## src/rtl/fpu_add_sub_pkg.sv

```systemverilog
// -----------------------------------------------------------------------------
// fpu_add_sub_pkg
// Shared definitions for the floating-point add/sub path: the encoding of the
// normalizer control states, the layout of the raw adder mantissa word, and the
// all-ones exponent constant used for overflow saturation.
//
// Raw mantissa word layout (MantissaSize + 5 bits, offsets from bit 0):
//   [MantissaSize+4] carry   [MantissaSize+3] hidden
//   [MantissaSize+2:3] fraction   [2] guard   [1] round   [0] sticky
// -----------------------------------------------------------------------------
package fpu_add_sub_pkg;

    localparam logic [1:0] IDLE_ENC  = 2'd0;
    localparam logic [1:0] NORM_ENC  = 2'd1;
    localparam logic [1:0] ROUND_ENC = 2'd2;
    localparam logic [1:0] HOLD_ENC  = 2'd3;

    typedef enum logic [1:0] {
        ST_IDLE  = IDLE_ENC,
        ST_NORM  = NORM_ENC,
        ST_ROUND = ROUND_ENC,
        ST_HOLD  = HOLD_ENC
    } norm_state_e;

    // Carry and hidden positions are MantissaSize plus these offsets.
    localparam int CARRY_OFS  = 4;
    localparam int HIDDEN_OFS = 3;
    localparam int FRAC_LSB   = 3;
    localparam int G_IDX      = 2;
    localparam int R_IDX      = 1;
    localparam int S_IDX      = 0;

    // Wide enough for any practical exponent width; sliced to ExponentSize.
    localparam logic [31:0] ALL_ONES = 32'hFFFF_FFFF;

endpackage

```

## src/rtl/mantissa_normalizer_if.sv

```systemverilog
// -----------------------------------------------------------------------------
// mantissa_normalizer_if
// Handshake and data bundle of the mantissa normalizer.
//   slave  : view of the normalizer (consumes In_*, produces Out_* and flags)
//   master : view of the surrounding logic (produces In_*, consumes results)
// Signals:
//   In_Valid/In_Ready         input word handshake
//   In_Sign/In_Exponent/In_Mantissa   raw adder result and larger exponent
//   Out_Valid/Out_Ready       result handshake
//   Out_Sign/Out_Exponent/Out_Fraction, Zero/Overflow/Underflow   result
// -----------------------------------------------------------------------------
interface mantissa_normalizer_if #(
    parameter int ExponentSize = 8,
    parameter int MantissaSize = 23
);
    logic                      In_Valid;
    logic                      In_Ready;
    logic                      In_Sign;
    logic [ExponentSize-1:0]   In_Exponent;
    logic [MantissaSize+4:0]   In_Mantissa;
    logic                      Out_Valid;
    logic                      Out_Ready;
    logic                      Out_Sign;
    logic [ExponentSize-1:0]   Out_Exponent;
    logic [MantissaSize-1:0]   Out_Fraction;
    logic                      Zero;
    logic                      Overflow;
    logic                      Underflow;

    modport slave (
        input  In_Valid, In_Sign, In_Exponent, In_Mantissa, Out_Ready,
        output In_Ready, Out_Valid, Out_Sign, Out_Exponent, Out_Fraction,
               Zero, Overflow, Underflow
    );

    modport master (
        output In_Valid, In_Sign, In_Exponent, In_Mantissa, Out_Ready,
        input  In_Ready, Out_Valid, Out_Sign, Out_Exponent, Out_Fraction,
               Zero, Overflow, Underflow
    );
endinterface

```

## src/rtl/leading_zero_counter.sv

```systemverilog
// -----------------------------------------------------------------------------
// leading_zero_counter
// Counts the zero bits above the most significant set bit of value_i.
// An all-zero input returns Width.
// Ports:
//   value_i  [Width-1:0]  word to scan (MSB first)
//   count_o  [CntW-1:0]   number of leading zeros
// -----------------------------------------------------------------------------
module leading_zero_counter #(
    parameter int Width = 27,
    parameter int CntW  = $clog2(Width + 1)
) (
    input  logic [Width-1:0] value_i,
    output logic [CntW-1:0]  count_o
);

    // Ascending scan: the last hit is the highest set bit.
    always_comb begin
        count_o = CntW'(Width);
        for (int i = 0; i < Width; i++) begin
            if (value_i[i]) begin
                count_o = CntW'(Width - 1 - i);
            end
        end
    end

endmodule

```

## src/rtl/mantissa_normalizer.sv

```systemverilog
// -----------------------------------------------------------------------------
// mantissa_normalizer
// Normalize-and-round stage after the mantissa adder of the add/sub path.
// Takes the raw signed-magnitude sum and the larger operand's exponent,
// shifts the mantissa back to normalized position, adjusts the exponent,
// rounds to nearest-even and flags zero/overflow/underflow.
//
// Ports:
//   Clk    rising-edge clock
//   Rst_n  asynchronous active-low reset; aborts any operation in flight
//   bus    mantissa_normalizer_if.slave (In_* handshake/data, Out_* result)
//
// Build option:
//   MANTISSA_NORMALIZER_LZC_EN  defined: left shift done in one NORM cycle
//                               using a leading-zero counter (fixed latency).
//                               undefined: one bit of left shift per cycle.
//   Both builds give bit-identical results.
// -----------------------------------------------------------------------------
module mantissa_normalizer
    import fpu_add_sub_pkg::*;
#(
    parameter int ExponentSize = 8,
    parameter int MantissaSize = 23
) (
    input  logic                 Clk,
    input  logic                 Rst_n,
    mantissa_normalizer_if.slave bus
);

    localparam int MantW     = MantissaSize + 5;
    // One extra exponent bit so an increment past all-ones is visible.
    localparam int ExpW      = ExponentSize + 1;
    localparam int CarryIdx  = MantissaSize + CARRY_OFS;
    localparam int HiddenIdx = MantissaSize + HIDDEN_OFS;
    localparam logic [ExpW-1:0] ExpOnes = {1'b0, ALL_ONES[ExponentSize-1:0]};
    localparam logic [ExpW-1:0] ExpOne  = ExpW'(1);

    norm_state_e               state_q, state_d;
    logic                      sign_q, sign_d;
    logic [ExpW-1:0]           exp_q, exp_d;
    logic [MantW-1:0]          mant_q, mant_d;
    logic                      zero_q, zero_d;

    logic                      out_valid_q, out_valid_d;
    logic                      out_sign_q, out_sign_d;
    logic [ExponentSize-1:0]   out_exp_q, out_exp_d;
    logic [MantissaSize-1:0]   out_frac_q, out_frac_d;
    logic                      out_zero_q, out_zero_d;
    logic                      out_ovf_q, out_ovf_d;
    logic                      out_unf_q, out_unf_d;

    // {hidden,fraction} plus the nearest-even increment; MSB is the carry out.
    function automatic logic [MantissaSize+1:0] round_nearest_even(
        input logic [MantissaSize:0] sig,
        input logic                  g,
        input logic                  r,
        input logic                  s
    );
        logic inc;
        inc = g & (r | s | sig[0]);
        return {1'b0, sig} + {{(MantissaSize + 1){1'b0}}, inc};
    endfunction

    // Rounding datapath, consumed in ROUND.
    logic [MantissaSize+1:0]  rnd_sum;
    logic [ExpW-1:0]          rnd_exp;
    logic [MantissaSize-1:0]  rnd_frac;
    logic                     rnd_ovf;
    logic                     rnd_unf;

    always_comb begin
        rnd_sum  = round_nearest_even(mant_q[HiddenIdx:FRAC_LSB], mant_q[G_IDX],
                                      mant_q[R_IDX], mant_q[S_IDX]);
        rnd_exp  = exp_q;
        rnd_frac = rnd_sum[MantissaSize-1:0];
        if (rnd_sum[MantissaSize+1]) begin
            // 1.111..1 rounded up: renormalize right by one.
            rnd_frac = rnd_sum[MantissaSize:1];
            rnd_exp  = exp_q + ExpOne;
        end else if ((exp_q == '0) && rnd_sum[MantissaSize]) begin
            // Denormal rounded up into the hidden bit becomes the smallest normal.
            rnd_exp = ExpOne;
        end
        rnd_ovf = (rnd_exp >= ExpOnes);
        if (rnd_ovf) begin
            rnd_exp  = ExpOnes;
            rnd_frac = '0;
        end
        rnd_unf = (rnd_exp == '0) && (rnd_frac != '0);
    end

`ifdef MANTISSA_NORMALIZER_LZC_EN
    localparam int LzcW    = MantW - 1;
    localparam int LzcCntW = $clog2(LzcW + 1);

    logic [LzcCntW-1:0] lz_count;
    logic [ExpW-1:0]    lz_ext;
    logic [ExpW-1:0]    exp_room;
    logic [ExpW-1:0]    shift_amt;
    logic [MantW-1:0]   mant_shifted;

    // Scan from the hidden bit down (carry is handled before any left shift).
    leading_zero_counter #(
        .Width (LzcW)
    ) u_lzc (
        .value_i (mant_q[LzcW-1:0]),
        .count_o (lz_count)
    );

    // Shift no further than exponent 1; below that the result is denormal.
    always_comb begin
        lz_ext       = ExpW'(lz_count);
        exp_room     = (exp_q == '0) ? '0 : exp_q - ExpOne;
        shift_amt    = (lz_ext < exp_room) ? lz_ext : exp_room;
        mant_shifted = mant_q << shift_amt;
    end
`endif

    always_comb begin
        state_d     = state_q;
        sign_d      = sign_q;
        exp_d       = exp_q;
        mant_d      = mant_q;
        zero_d      = zero_q;
        out_valid_d = out_valid_q;
        out_sign_d  = out_sign_q;
        out_exp_d   = out_exp_q;
        out_frac_d  = out_frac_q;
        out_zero_d  = out_zero_q;
        out_ovf_d   = out_ovf_q;
        out_unf_d   = out_unf_q;

        case (state_q)
            ST_IDLE: begin
                if (bus.In_Valid) begin
                    sign_d  = bus.In_Sign;
                    exp_d   = {1'b0, bus.In_Exponent};
                    mant_d  = bus.In_Mantissa;
                    zero_d  = 1'b0;
                    state_d = ST_NORM;
                end
            end

            ST_NORM: begin
                if (mant_q[CarryIdx]) begin
                    // Right shift keeps the dropped bit alive in sticky.
                    mant_d  = {1'b0, mant_q[MantW-1:2], mant_q[1] | mant_q[0]};
                    exp_d   = exp_q + ExpOne;
                    state_d = ST_ROUND;
                end else if (mant_q == '0) begin
                    exp_d   = '0;
                    zero_d  = 1'b1;
                    state_d = ST_ROUND;
                end else if (mant_q[HiddenIdx]) begin
                    state_d = ST_ROUND;
`ifdef MANTISSA_NORMALIZER_LZC_EN
                end else begin
                    mant_d  = mant_shifted;
                    exp_d   = mant_shifted[HiddenIdx] ? (exp_q - shift_amt) : '0;
                    state_d = ST_ROUND;
                end
`else
                end else if (exp_q <= ExpOne) begin
                    exp_d   = '0;
                    state_d = ST_ROUND;
                end else begin
                    mant_d  = mant_q << 1;
                    exp_d   = exp_q - ExpOne;
                end
`endif
            end

            ST_ROUND: begin
                out_valid_d = 1'b1;
                out_sign_d  = sign_q;
                out_exp_d   = rnd_exp[ExponentSize-1:0];
                out_frac_d  = rnd_frac;
                out_zero_d  = zero_q;
                out_ovf_d   = rnd_ovf;
                out_unf_d   = rnd_unf;
                state_d     = ST_HOLD;
            end

            ST_HOLD: begin
                if (bus.Out_Ready) begin
                    out_valid_d = 1'b0;
                    state_d     = ST_IDLE;
                end
            end

            default: state_d = ST_IDLE;
        endcase
    end

    always_ff @(posedge Clk or negedge Rst_n) begin
        if (!Rst_n) begin
            state_q     <= ST_IDLE;
            sign_q      <= 1'b0;
            exp_q       <= '0;
            mant_q      <= '0;
            zero_q      <= 1'b0;
            out_valid_q <= 1'b0;
            out_sign_q  <= 1'b0;
            out_exp_q   <= '0;
            out_frac_q  <= '0;
            out_zero_q  <= 1'b0;
            out_ovf_q   <= 1'b0;
            out_unf_q   <= 1'b0;
        end else begin
            state_q     <= state_d;
            sign_q      <= sign_d;
            exp_q       <= exp_d;
            mant_q      <= mant_d;
            zero_q      <= zero_d;
            out_valid_q <= out_valid_d;
            out_sign_q  <= out_sign_d;
            out_exp_q   <= out_exp_d;
            out_frac_q  <= out_frac_d;
            out_zero_q  <= out_zero_d;
            out_ovf_q   <= out_ovf_d;
            out_unf_q   <= out_unf_d;
        end
    end

    // Ready depends on state alone: no path from In_Valid or Out_Ready.
    assign bus.In_Ready     = (state_q == ST_IDLE);
    assign bus.Out_Valid    = out_valid_q;
    assign bus.Out_Sign     = out_sign_q;
    assign bus.Out_Exponent = out_exp_q;
    assign bus.Out_Fraction = out_frac_q;
    assign bus.Zero         = out_zero_q;
    assign bus.Overflow     = out_ovf_q;
    assign bus.Underflow    = out_unf_q;

endmodule

```

## src/flat_wrapper.sv

```systemverilog
// flat-port wrapper written by rule: the top's interface ports become plain ports
module mantissa_normalizer_flat import fpu_add_sub_pkg::*;
#(
    parameter int ExponentSize = 8,
    parameter int MantissaSize = 23
)
  (Clk, Rst_n, bus_In_Valid, bus_In_Sign, bus_In_Exponent, bus_In_Mantissa, bus_Out_Ready, bus_In_Ready, bus_Out_Valid, bus_Out_Sign, bus_Out_Exponent, bus_Out_Fraction, bus_Zero, bus_Overflow, bus_Underflow);
  mantissa_normalizer_if #(.ExponentSize(ExponentSize), .MantissaSize(MantissaSize)) bus_i ();
  input  logic Clk;
  input  logic Rst_n;
  input wire logic [$bits(bus_i.In_Valid)-1:0] bus_In_Valid;
  input wire logic [$bits(bus_i.In_Sign)-1:0] bus_In_Sign;
  input wire logic [$bits(bus_i.In_Exponent)-1:0] bus_In_Exponent;
  input wire logic [$bits(bus_i.In_Mantissa)-1:0] bus_In_Mantissa;
  input wire logic [$bits(bus_i.Out_Ready)-1:0] bus_Out_Ready;
  output wire logic [$bits(bus_i.In_Ready)-1:0] bus_In_Ready;
  output wire logic [$bits(bus_i.Out_Valid)-1:0] bus_Out_Valid;
  output wire logic [$bits(bus_i.Out_Sign)-1:0] bus_Out_Sign;
  output wire logic [$bits(bus_i.Out_Exponent)-1:0] bus_Out_Exponent;
  output wire logic [$bits(bus_i.Out_Fraction)-1:0] bus_Out_Fraction;
  output wire logic [$bits(bus_i.Zero)-1:0] bus_Zero;
  output wire logic [$bits(bus_i.Overflow)-1:0] bus_Overflow;
  output wire logic [$bits(bus_i.Underflow)-1:0] bus_Underflow;
  assign bus_i.In_Valid = bus_In_Valid;
  assign bus_i.In_Sign = bus_In_Sign;
  assign bus_i.In_Exponent = bus_In_Exponent;
  assign bus_i.In_Mantissa = bus_In_Mantissa;
  assign bus_i.Out_Ready = bus_Out_Ready;
  assign bus_In_Ready = bus_i.In_Ready;
  assign bus_Out_Valid = bus_i.Out_Valid;
  assign bus_Out_Sign = bus_i.Out_Sign;
  assign bus_Out_Exponent = bus_i.Out_Exponent;
  assign bus_Out_Fraction = bus_i.Out_Fraction;
  assign bus_Zero = bus_i.Zero;
  assign bus_Overflow = bus_i.Overflow;
  assign bus_Underflow = bus_i.Underflow;
  mantissa_normalizer #(.ExponentSize(ExponentSize), .MantissaSize(MantissaSize)) u_core (.Clk(Clk), .Rst_n(Rst_n), .bus(bus_i));
endmodule
```

## config.mk

```make
export PLATFORM = sky130hd
export DESIGN_NAME = mantissa_normalizer_flat
export DESIGN_NICKNAME = d
export VERILOG_FILES = /design/src/rtl/fpu_add_sub_pkg.sv /design/src/rtl/mantissa_normalizer_if.sv /design/src/rtl/leading_zero_counter.sv /design/src/rtl/mantissa_normalizer.sv /design/src/flat_wrapper.sv
export SDC_FILE = /design/constraint.sdc
export NUM_CORES = 1
export LEC_CHECK = 0
export BUFFER_PORTS_ARGS = -buffer_cell sky130_fd_sc_hd__buf_2
export CAP_MARGIN = 20
export CORE_MARGIN = 2
export CORE_UTILIZATION = 58
export DETAILED_ROUTE_END_ITERATION = 6
export MAX_ROUTING_LAYER = met4
export PLACE_DENSITY_LB_ADDON = 0.25
export SETUP_SLACK_MARGIN = 0.1
export SYNTH_ARGS = -nofsm -noshare
export SYNTH_HDL_FRONTEND = slang
export SYNTH_SLANG_ARGS = --single-unit
```

## constraint.sdc

```tcl
create_clock -name Clk -period 3.7 [get_ports Clk]
set_input_delay 0.37 -clock Clk [delete_from_list [all_inputs] [get_ports Clk]]
set_output_delay 0.37 -clock Clk [all_outputs]
set_load 0.1 [all_outputs]
```

==> out/metrics.sh, run 1 <==
ROUTED_VIA_DENSITY=6.412
GRT_PASS1_VIAS=4597
ANTENNA_LEFT=0
POST_SYNTH_INSTANCE_AREA_UM2=5308
NUMBER_OF_STANDARD_CELL_ROWS_IN_THE_FLOORPLAN=34
SYNTH-COMPOUND-AREA-SHARE_PCT=24.94
TIMING.SLEW.HEADROOM_PCT=37.22
INSERTEDDIODECOUNT=0
POST_SYNTH_INST_COUNT=620
FIN_WS_NS=0.3289
REQUIRED_NS=3.97
STATUS='complete, no violations'
SYNTH_FLOP_CELL='sky130_fd_sc_hd__dfrtp_1'
CTS_TREE='done'
NUMBER_OF_TOP_LEVEL_DESIGN_PORTS=78
POST_SYNTH_NUM_CELL_TYPES=72
PLACEABLECOREAREA_UM2=8806
PLACE.DETAILED.HPWL_MM=9.861
SETUP-VIOLATIONS-FINAL=0
ASYNC_FLOP_SHARE_PCT=100.0
POSTSYNTHNETCOUNT=669
SHARE_OF_THE_CLOCK_PERIOD_USED_BY_THE_WORST_PATH_PCT=91.11
FP.DIEAREA_UM2=9932
PIN_COUNT_OF_THE_BIGGEST_NET_ENTERING_GLOBAL_ROUTING=78
PORT_BUFFERS=77
SYNTH_MUX_AREA_SHARE_PCT=2.192
SYN_AREA_PER_CELL_UM2=8.561
CRIT_PATH_START_KIND='flip-flop'
SYNTHTOLAYOUTAREAGROWTH_PCT=12.23
GLOBALPLACE.CONGESTION=0.9085
NUMBER_OF_ENABLE_TYPE_REGISTER_CELLS_IN_THE_SYNTHESIZED_NETLIST=0
HOLD_PATH_CLASS='primary input to asynchronous set/reset pin'
CTS_INSERTED_BUFFERS=9
INITIAL_CORE_UTIL_PCT=60.27
FINAL_HOLD_VIOL_COUNT=0
SETUP.WORST_PATH.END_CLASS='flip-flop'
WORSTREGTOREGCELLS=10
FINAL_PERIOD_MINUS_WORST_SETUP_SLACK_NS=3.371
SYNTH_TOP_CELL_AREA_SHARE_PCT=36.30
SYNTH-SEQ-AREA-SHARE_PCT=36.30
DRT_ITER0_MARKERS=379
SLEW_VIOLATIONS=0
R2R_END='u_core.bus.Underflow$_DFFE_PN0P_'
GRT_UTIL_ALL_LAYERS_PCT=29.24
ANTENNA_FOUND_INITIAL=0
RSZ0062_AT_GRT='false'
SYNTH_TOP_CELLS_BY_AREA='sky130_fd_sc_hd__dfrtp_1 (36%), sky130_fd_sc_hd__nor2_1 (4.8%), sky130_fd_sc_hd__nand2_1 (4.5%), sky130_fd_sc_hd__a221oi_1 (4.1%), sky130_fd_sc_hd__o31ai_1 (3.7%)'
YS_WARN_COUNT=0
CTS_HOLD_REPAIR.BUFFERS=0
CP_DATA_ARRIVAL_TIME_NS=3.64
SKEW_NS=0.01752
R2R_SLACK_NS=0.33
SYNTH_FA_HA_AREA_SHARE_PCT=1.886
POST-SYNTH-TOP-COUNT-CELL='sky130_fd_sc_hd__dfrtp_1'
UTILIZATION_PCT=67.65
DIE_W_UM=99.66
MAX-CLOCK-PATH-BUFFERS=2
RR_STARTPOINT='u_core.mant_q[3]$_DFFE_PN0P_'
CAP_VIOL_MAX_COUNT=0
GR-TOTAL-OVERFLOW=0
NET_COUNT_REPORTED_AT_FINISH=717
POST-PLACE-WS_NS=0.2789
SYNTHTOPCELLSBYCOUNT='sky130_fd_sc_hd__dfrtp_1 (77), sky130_fd_sc_hd__nor2_1 (68), sky130_fd_sc_hd__nand2_1 (63)'
CLKLATENCYLATEPIN_NS=0.36
WORSTSETUPPATHTYPE='flip-flop to flip-flop'
FINAL_LAYOUT_SETUP_TOTAL_NEGATIVE_SLACK_NS=0
CLOCK_PIN_SLEW_OF_THE_REGISTERS_ON_THE_WORST_CASE_SETUP_AND_HOLD_PATHS_NS=0.09
DRT-PASS1-ITER-COUNT=5
SYNTH-SIMPLE-AREA-SHARE_PCT=22.87
ROUTE.DETAILED.DRC=0
DIEHEIGHT_UM=99.66
CLOCK-SINKS=77
CTS-HTREE-LEVELS=3
VIA_COUNT=5008
DETAIL_ROUTE.WIRELENGTH_MM=13.60
CTSROOTBUFFERMASTER='sky130_fd_sc_hd__clkbuf_8'
YOSYS.AREA.TOP_TYPE='sky130_fd_sc_hd__dfrtp_1'
SYNTH_XOR_XNOR_AREA_SHARE_PCT=5.116
CLOCK.FMAX_MHz=296.6
TRANSITION_AT_THE_PIN_WITH_THE_SMALLEST_MAX_TRANSITION_SLACK_NS=0.9416
WHS_NS=0.1587
LAYOUT-DRIVE-GT1-SHARE_PCT=21.25
POSTSYNTHREGISTERBITS=77
CRITPATHMAXFANOUT=11
MAIN_COMBINATIONAL_CELL_FAMILY_BY_AREA_AFTER_SYNTHESIS='compound AO/OA/AOI/OAI gates'
WIRE_LENGTH_OF_THE_FIRST_GLOBAL_ROUTING_PASS_MM=23.02
WL_PER_CELL_UM=17.42
## cell type report
cell class	count	area, µm²
multi-input cells	459	3030
fillers	729	2849
flip-flops and latches	77	1927
repair buffers	98	570.5
clock buffers	10	137.6
well taps	108	135.1
inverters	23	86.33
clock inverters	6	70.07
## cells by family after synthesis
logic type,count (synthesis)
AO/OA/AOI/OAI,175
adder cells (fa/ha/maj),8
XOR/XNOR,31
AND/OR/NAND/NOR,234
multiplexers,11
buffers and inverters,84
flip-flops,77
## what timing repair did
item	CTS	global route
endpoints found under the setup margin	0	8
endpoints found under the hold margin	0	0
resized for setup	0	0
buffers inserted	0	1
## through the flow
step           cells  cell area (µm²)
3_3_place_gp     764             5729
3_5_place_dp     764             5729
6_report         781             5957
2_1_floorplan    620             5308
5_1_grt          781             5957
4_1_cts          780             5937
## how the worst max path moves through the flow
stage	start	to	slack (ns)
3_5_place_dp	u_core.mant_q[2]$_DFFE_PN0P_	u_core.bus.Out_Fraction[2]$_DFFE_PN0P_	0.28
6_report	u_core.mant_q[3]$_DFFE_PN0P_	u_core.bus.Underflow$_DFFE_PN0P_	0.33
5_1_grt	u_core.mant_q[2]$_DFFE_PN0P_	u_core.bus.Out_Fraction[15]$_DFFE_PN0P_	0.15
3_3_place_gp	u_core.mant_q[2]$_DFFE_PN0P_	u_core.bus.Out_Fraction[2]$_DFFE_PN0P_	0.42
2_1_floorplan	u_core.mant_q[2]$_DFFE_PN0P_	u_core.bus.Out_Fraction[20]$_DFFE_PN0P_	0.76
4_1_cts	u_core.mant_q[3]$_DFFE_PN0P_	u_core.bus.Out_Fraction[2]$_DFFE_PN0P_	0.28
## sequential cells by signal (all words and copies together) (netlist names)
signal	count
u_core.bus.Out_Exponent	8
u_core.state_q	2
u_core.zero_q	1
u_core.sign_q	1
u_core.bus.Underflow	1
u_core.bus.Out_Fraction	23
u_core.bus.Overflow	1
u_core.bus.Out_Sign	1
u_core.exp_q	9
u_core.bus.Out_Valid	1
u_core.mant_q	28
u_core.bus.Zero	1
## per-layer routing
metal | GRT usage, % | share of wire [%] | up-vias
met3 | 4.638 | 7.5 | 14
li1 | - | - | 2381
met4 | 6.639 | 1.3 | 0
met1 | 42.91 | 46 | 2376
met2 | 42.78 | 45 | 237
met5 | - | 0 | -
## cell usage in the layout (no fill, tap or decap), drive strengths merged, types with 5 or more instances in the layout
cell type / instances
xnor2: 20
dfrtp: 77
nand4: 15
mux2: 5
and2: 5
a31oi: 8
o2bb2ai: 12
mux2i: 6
nor3: 10
a22o: 15
a21oi: 21
ha: 8
nor2: 68
nand3: 22
buf: 98
xor2: 11
a221oi: 25
nor4: 15
o21ai: 30
clkbuf: 10
nand2: 63
and3: 11
o31ai: 26
inv: 24
## critical path: stages (launching register included)
cell and delay (ns):
sky130_fd_sc_hd__dfrtp_1 0.45, sky130_fd_sc_hd__and2_1 0.20, sky130_fd_sc_hd__ha_1 0.32, sky130_fd_sc_hd__nand4_4 0.17, sky130_fd_sc_hd__or4_4 0.63, sky130_fd_sc_hd__nor3_4 0.44
sky130_fd_sc_hd__nor2_1 0.11, sky130_fd_sc_hd__a22o_4 0.27, sky130_fd_sc_hd__nor4_1 0.39, sky130_fd_sc_hd__o21ai_0 0.19, sky130_fd_sc_hd__o21ai_1 0.15
Power of run 1 is left out: the tool's default activity adds up to more than one toggle a clock period on the data nets, which glitch-free logic cannot reach.
==> inputs of run 2 (changes only) <==
--- a/config.mk
+++ b/config.mk
@@ -11,7 +11,7 @@
 export CORE_UTILIZATION = 58
 export DETAILED_ROUTE_END_ITERATION = 6
 export MAX_ROUTING_LAYER = met4
-export PLACE_DENSITY_LB_ADDON = 0.25
+export PLACE_DENSITY = 0.81
 export SETUP_SLACK_MARGIN = 0.1
 export SYNTH_ARGS = -nofsm -noshare
 export SYNTH_HDL_FRONTEND = slang
==> run 2 against run 1 <==
Via count down 0.96%. Die area unchanged. Cell area is 1.2% lower. Non-clock buffer count down 5. Final cell count down 0.64%. Worst hold slack worse by 0.031 ns. Global-route usage fell by 0.15 points. Sequential cell count unchanged. Clock-buffer cell count shrank 1. Register-to-register slack got worse by 0.04 ns. Sequential share of layout area increased by 0.40 points. Critical endpoint is now u_core.bus.Out_Fraction[2]$_DFFE_PN0P_. Largest cell class unchanged.
==> out/metrics.sh, run 2 (synthesized netlist as in run 1, its figures left out) <==
DRT_ITER0_MARKERS=399
WL_PER_CELL_UM=17.46
WORSTSETUPPATHTYPE='flip-flop to flip-flop'
CRITPATHMAXFANOUT=19
SETUP.WORST_PATH.END_CLASS='flip-flop'
TRANSITION_AT_THE_PIN_WITH_THE_SMALLEST_MAX_TRANSITION_SLACK_NS=0.9635
RSZ0062_AT_GRT='false'
HOLD_PATH_CLASS='primary input to asynchronous set/reset pin'
NUMBER_OF_FLIP_FLOPS_IN_THE_LARGEST_REGISTER=28
CTS_SETUP_BUFFERS=0
FP.DIEAREA_UM2=9932
ANTENNA_FOUND_INITIAL=0
CRITICAL-PATH-TOP-DELAY-FAMILY='simple AND/OR/NAND/NOR gates'
LARGEST_REGISTER='u_core.mant_q'
FINAL_LAYOUT_SETUP_TOTAL_NEGATIVE_SLACK_NS=0
PLACEABLECOREAREA_UM2=8806
RR_STARTPOINT='u_core.mant_q[2]$_DFFE_PN0P_'
WORST-PATH-BUF-INV=0
LAYOUT-DRIVE-GT1-SHARE_PCT=20.66
CRITICAL_PATH.SLOWEST_CELL='sky130_fd_sc_hd__or4_4'
WIRE_LENGTH_OF_THE_FIRST_GLOBAL_ROUTING_PASS_MM=22.72
WORSTREGTOREGCELLS=10
NET_COUNT_REPORTED_AT_FINISH=712
SLEW_VIOLATIONS=0
DETAIL_ROUTE.WIRELENGTH_MM=13.55
CLOCK_PIN_SLEW_OF_THE_REGISTERS_ON_THE_WORST_CASE_SETUP_AND_HOLD_PATHS_NS=0.10
CTSROOTBUFFERMASTER='sky130_fd_sc_hd__clkbuf_8'
SKEW_NS=0.01251
VIA_COUNT=4960
LAYOUT.CELLS.MOST_COMMON='sky130_fd_sc_hd__dfrtp_1'
PLACE.DETAILED.HPWL_MM=9.680
INSERTEDDIODECOUNT=0
CP.DEPTH=10
CP_DATA_ARRIVAL_TIME_NS=3.71
SETUP-VIOLATIONS-FINAL=0
CRITICAL_PATH.STARTPOINT='u_core.mant_q[2]$_DFFE_PN0P_'
CAP_VIOL_MAX_COUNT=0
CRIT_PATH_START_KIND='flip-flop'
COUNT_OF_FILL_CELLS_ADDED_DURING_FILLER_INSERTION=746
MAX_STAGE_DELAY_NS=0.63
CTS.REPAIR.RESIZED=0
ROUTE.DETAILED.DRC=0
CLOCK-SINKS=77
CLKLATENCYLATEPIN_NS=0.37
REQUIRED_NS=4.01
SYNTHTOLAYOUTAREAGROWTH_PCT=10.87
MOSTFREQUENTLAYOUTCELLS='sky130_fd_sc_hd__dfrtp_1 (77), sky130_fd_sc_hd__buf_2 (76), sky130_fd_sc_hd__nor2_1 (68), sky130_fd_sc_hd__nand2_1 (63)'
GRT_PASS1_VIAS=4556
R2R_SLACK_NS=0.29
DIEHEIGHT_UM=99.66
TIMING.CRITICAL_PATH.CELLS='and2_1, ha_1, nand4_4, or4_4, nor3_4, nor2_1, a22o_4, a31oi_4, o21ai_2, o2bb2ai_1'
CTS_INSERTED_BUFFERS=9
INITIAL_CORE_UTIL_PCT=60.27
GR-TOTAL-OVERFLOW=0
NUMBER_OF_STANDARD_CELL_ROWS_IN_THE_FLOORPLAN=34
MAX-CLOCK-PATH-BUFFERS=2
DIE_W_UM=99.66
TIMING.SLEW.HEADROOM_PCT=35.77
FINAL_PERIOD_MINUS_WORST_SETUP_SLACK_NS=3.408
NUMBER_OF_TOP_LEVEL_DESIGN_PORTS=78
SHARE_OF_THE_CLOCK_PERIOD_USED_BY_THE_WORST_PATH_PCT=92.10
PIN_COUNT_OF_THE_BIGGEST_NET_ENTERING_GLOBAL_ROUTING=78
GLOBALPLACE.CONGESTION=0.9234
STATUS='complete, no violations'
CLOCK.FMAX_MHz=293.5
UTILIZATION_PCT=66.82
ROUTED_VIA_DENSITY=6.392
GRT_UTIL_ALL_LAYERS_PCT=29.09
FINAL_HOLD_VIOL_COUNT=0
PORT_BUFFERS=77
R2R_END='u_core.bus.Out_Fraction[2]$_DFFE_PN0P_'
CTS_HOLD_REPAIR.BUFFERS=0
DRT-PASS1-ITER-COUNT=7
CTS-HTREE-LEVELS=3
CTS_TREE='done'
ANTENNA_LEFT=0
run 2: cell types whose count changed in the layout (fill, tap and decap cells not counted), sizes merged:
cell,delta
clkbuf,-1
buf,-5
clkinv,+1
inv,+4
bufinv,-1
clkinvlp,-3
run 2: how the worst max path moves through the flow:
stage | end
global placement | u_core.bus.Out_Fraction[2]$_DFFE_PN0P_
finish | u_core.bus.Out_Fraction[2]$_DFFE_PN0P_
floorplan | u_core.bus.Out_Fraction[20]$_DFFE_PN0P_
CTS | u_core.bus.Out_Fraction[2]$_DFFE_PN0P_
detailed placement | u_core.bus.Out_Fraction[2]$_DFFE_PN0P_
global route | u_core.bus.Out_Exponent[5]$_DFFE_PN0P_
run 2: routing by layer:
metal  GRT usage, %  share of wire [%]  vias to the layer above
met3          4.779                5.9                       24
met1          42.20                 48                     2372
met5              -                  0                        -
li1               -                  -                     2374
met4          9.062                1.7                        0
met2          41.84                 44                      190
run 2: layout make-up:
class	count	area, µm²	share of cell area, %
Multi-Input combinational cell	459	3030	51.50
Sequential cell	77	1927	32.75
Timing Repair Buffer	93	508.0	8.633
Tap cell	108	135.1	2.296
Clock buffer	9	123.9	2.105
Inverter	23	86.33	1.467
Clock inverter	7	73.82	1.255
run 2: per-stage QoR:
stage / hold slack, ns / cells / worst slack (ns) / instance area [µm²]
5_1_grt: 0.2065 / 776 / 0.1081 / 5884
3_3_place_gp: 0.4643 / 760 / 0.4393 / 5687
3_5_place_dp: 0.4683 / 760 / 0.2859 / 5687
2_1_floorplan: 0.07441 / 620 / 0.7646 / 5308
4_1_cts: 0.1816 / 776 / 0.2966 / 5884
6_report: 0.1277 / 776 / 0.2924 / 5884
Power of run 2 is left out for the same reason.
==> inputs of run 3 (changes only) <==
--- a/config.mk
+++ b/config.mk
@@ -7,11 +7,13 @@
 export LEC_CHECK = 0
 export BUFFER_PORTS_ARGS = -buffer_cell sky130_fd_sc_hd__buf_2
 export CAP_MARGIN = 20
+export CELL_PAD_IN_SITES_DETAIL_PLACEMENT = 1
+export CELL_PAD_IN_SITES_GLOBAL_PLACEMENT = 2
 export CORE_MARGIN = 2
-export CORE_UTILIZATION = 58
+export CORE_UTILIZATION = 35
 export DETAILED_ROUTE_END_ITERATION = 6
 export MAX_ROUTING_LAYER = met4
-export PLACE_DENSITY = 0.81
+export PLACE_DENSITY_LB_ADDON = 0.1
 export SETUP_SLACK_MARGIN = 0.1
 export SYNTH_ARGS = -nofsm -noshare
 export SYNTH_HDL_FRONTEND = slang
==> run 3 against run 2 <==
Wire length increased by 25%. Non-clock buffer count increased by 12. First-iteration DRC count decreased by 32%. Register-to-register slack improved by 0.099 ns. Clock-buffer cell count increased by 2. Global-route usage decreased by 6.6 points. Sequential share of layout area decreased by 1.9 points. Final cell count increased by 12%. Largest cell class unchanged.
==> out/metrics.sh, run 3 (synthesized netlist as in run 1, its figures left out) <==
CAP_VIOL_MAX_COUNT=0
GRT_PASS1_VIAS=5199
RSZ0062_AT_GRT='false'
CRIT_PATH_START_KIND='flip-flop'
INITIAL_CORE_UTIL_PCT=35.31
TIMING.HOLD.WORST_PATH_DEPTH=2
NUMBER_OF_TOP_LEVEL_DESIGN_PORTS=78
CLOCK-SINKS=77
FINAL_PERIOD_MINUS_WORST_SETUP_SLACK_NS=3.309
FINAL_HOLD_VIOL_COUNT=0
NET_COUNT_REPORTED_AT_FINISH=724
LAYOUT.CELLS.MOST_COMMON='sky130_fd_sc_hd__dfrtp_1'
DIE_W_UM=127.1
CTS-HTREE-LEVELS=3
GLOBALPLACE.CONGESTION=0.8650
CTS_TREE='done'
ROUTE.DETAILED.DRC=0
CTS_SETUP_BUFFERS=0
PORT_BUFFERS=77
RR_STARTPOINT='u_core.mant_q[2]$_DFFE_PN0P_'
SLEW_VIOLATIONS=0
R2R_END='u_core.bus.Out_Exponent[3]$_DFFE_PN0P_'
CRITPATHMAXFANOUT=14
PIN_COUNT_OF_THE_BIGGEST_NET_ENTERING_GLOBAL_ROUTING=78
CP_DATA_ARRIVAL_TIME_NS=3.58
LARGEST_REGISTER='u_core.mant_q'
DRT-PASS1-ITER-COUNT=4
CLOCK_PIN_SLEW_OF_THE_REGISTERS_ON_THE_WORST_CASE_SETUP_AND_HOLD_PATHS_NS=0.06
STATUS='complete, no violations'
FINAL_CELL_COUNT_WITHOUT_FILLERS=868
FF_LATCH_AREA_UM2=1927
FIN_WS_NS=0.3910
WORSTSETUPPATHTYPE='flip-flop to flip-flop'
ANTENNA_FOUND_INITIAL=0
HOLD_PATH_CLASS='primary input to flip-flop'
WORSTHOLDENDPOINT='u_core.bus.Out_Valid$_DFFE_PN0P_'
DIEHEIGHT_UM=127.1
REQUIRED_NS=3.97
SKEW_NS=0.009187
POST-PLACE-WS_NS=0.2767
PLACED_INSTANCE_COUNT=850
MAX-CLOCK-PATH-BUFFERS=2
WORSTREGTOREGCELLS=11
FINAL_LAYOUT_SETUP_TOTAL_NEGATIVE_SLACK_NS=0
DETAIL_ROUTE.WIRELENGTH_MM=16.96
VIA_COUNT=4999
CLOCK.FMAX_MHz=302.2
P_PER_AREA_nW_PER_UM2=1115
WIRE_LENGTH_OF_THE_FIRST_GLOBAL_ROUTING_PASS_MM=28.21
WORSTHOLDSTART='bus_Out_Ready'
SHARE_OF_THE_CLOCK_PERIOD_USED_BY_THE_WORST_PATH_PCT=89.43
LAYOUT-DRIVE-GT1-SHARE_PCT=22.06
ROUTED_VIA_DENSITY=5.759
R2R_SLACK_NS=0.39
VDD_IR_DROP_MAX_mV=0.4536
GRT_UTIL_ALL_LAYERS_PCT=22.51
PLACEABLECOREAREA_UM2=15030
INSERTEDDIODECOUNT=0
MOSTFREQUENTLAYOUTCELLS='sky130_fd_sc_hd__dfrtp_1 (77), sky130_fd_sc_hd__buf_2 (76), sky130_fd_sc_hd__nor2_1 (68), sky130_fd_sc_hd__nand2_1 (63), sky130_fd_sc_hd__buf_4 (27)'
SETUP.WORST_PATH.END_CLASS='flip-flop'
ANTENNA_LEFT=0
STATIC-LEAKAGE-POWER_nW=2.686
TRANSITION_AT_THE_PIN_WITH_THE_SMALLEST_MAX_TRANSITION_SLACK_NS=0.6526
FP.DIEAREA_UM2=16170
TIMING.SLEW.HEADROOM_PCT=56.49
AREA_OCCUPIED_BY_MULTI_INPUT_GATES_UM2=3033
PLACE.DETAILED.HPWL_MM=12.25
SYNTHTOLAYOUTAREAGROWTH_PCT=17.52
CLKLATENCYLATEPIN_NS=0.35
DRT_ITER0_MARKERS=272
NUMBER_OF_STANDARD_CELL_ROWS_IN_THE_FLOORPLAN=45
GR-TOTAL-OVERFLOW=0
WHS_NS=0.2515
CTS_INSERTED_BUFFERS=9
CTSROOTBUFFERMASTER='sky130_fd_sc_hd__clkbuf_16'
COUNT_OF_FILL_CELLS_ADDED_DURING_FILLER_INSERTION=1798
WL_PER_CELL_UM=19.54
SETUP-VIOLATIONS-FINAL=0
NUMBER_OF_FLIP_FLOPS_IN_THE_LARGEST_REGISTER=28
## run 3: changes by cell type in the layout (fill, tap and decap cells not counted), moves of 2 or more
cell / previous run / this run
sky130_fd_sc_hd__buf_4: 17 / 27
sky130_fd_sc_hd__bufinv_16: 0 / 2
sky130_fd_sc_hd__clkbuf_16: 0 / 9
sky130_fd_sc_hd__clkbuf_8: 9 / 2
sky130_fd_sc_hd__inv_6: 3 / 0
sky130_fd_sc_hd__inv_8: 2 / 0
## run 3: critical path, cell delays in order (launching register included)
cell	delay [ns]
sky130_fd_sc_hd__dfrtp_1	0.46
sky130_fd_sc_hd__and2_1	0.21
sky130_fd_sc_hd__ha_2	0.27
sky130_fd_sc_hd__nand4_4	0.15
sky130_fd_sc_hd__or4_4	0.64
sky130_fd_sc_hd__nor3_4	0.26
sky130_fd_sc_hd__buf_4	0.20
sky130_fd_sc_hd__a41oi_1	0.14
sky130_fd_sc_hd__a22oi_2	0.27
sky130_fd_sc_hd__a31oi_4	0.24
sky130_fd_sc_hd__buf_4	0.23
sky130_fd_sc_hd__a31oi_1	0.16
## run 3: how the worst max path moves through the flow
stage                                            start                                       to  slack, ns  depth (start not counted)
final                     u_core.mant_q[2]$_DFFE_PN0P_   u_core.bus.Out_Exponent[3]$_DFFE_PN0P_       0.39                         11
after global routing      u_core.mant_q[2]$_DFFE_PN0P_   u_core.bus.Out_Exponent[4]$_DFFE_PN0P_       0.13                         11
after CTS                 u_core.mant_q[2]$_DFFE_PN0P_   u_core.bus.Out_Exponent[3]$_DFFE_PN0P_       0.26                         11
after detailed placement  u_core.mant_q[2]$_DFFE_PN0P_   u_core.bus.Out_Exponent[3]$_DFFE_PN0P_       0.28                         11
after global placement    u_core.mant_q[2]$_DFFE_PN0P_   u_core.bus.Out_Exponent[3]$_DFFE_PN0P_       0.40                         11
after floorplan           u_core.mant_q[2]$_DFFE_PN0P_  u_core.bus.Out_Fraction[20]$_DFFE_PN0P_       0.76                         11
## run 3: layout make-up
cell class / count / area share, %
clock buffer: 11 / 4.052
clock inverter: 5 / 1.324
inverter: 23 / 1.384
multi-input combinational: 459 / 48.63
sequential: 77 / 30.89
tap: 188 / 3.771
timing repair buffer: 105 / 9.950
## run 3: power by group
part           internal (W)  switching, W
combinational       0.00121       0.00295
clock              0.000629      0.000378
sequential          0.00124      0.000551
total               0.00308       0.00388
## run 3: repair_timing
| action | in CTS | in global routing |
|---|---|---|
| gates resized for setup | 0 | 1 |
| endpoints found under the hold margin | 0 | 22 |
| hold buffers | 0 | 1 |
| endpoints found under the setup margin | 0 | 11 |
## run 3: metrics by stage
| stage | util [%] | instance area, µm² | power [W] |
|---|---|---|---|
| 3_5_place_dp | 38.99 | 5862 | 0.005968 |
| 4_1_cts | 41.22 | 6197 | 0.007002 |
| 3_3_place_gp | 38.99 | 5862 | 0.005881 |
| 5_1_grt | 41.49 | 6237 | 0.007454 |
| 6_report | 41.49 | 6237 | 0.006955 |
| 2_1_floorplan | - | 5308 | 0.004973 |
## run 3: routing by layer
layer | wire [µm] | global-route usage [%]
met1 | 8754 | 32.46
met2 | 7436 | 32.99
met3 | 525 | 2.806
met4 | 242 | 7.175
met5 | 0 | -
Power figures use the tool's default switching activity.
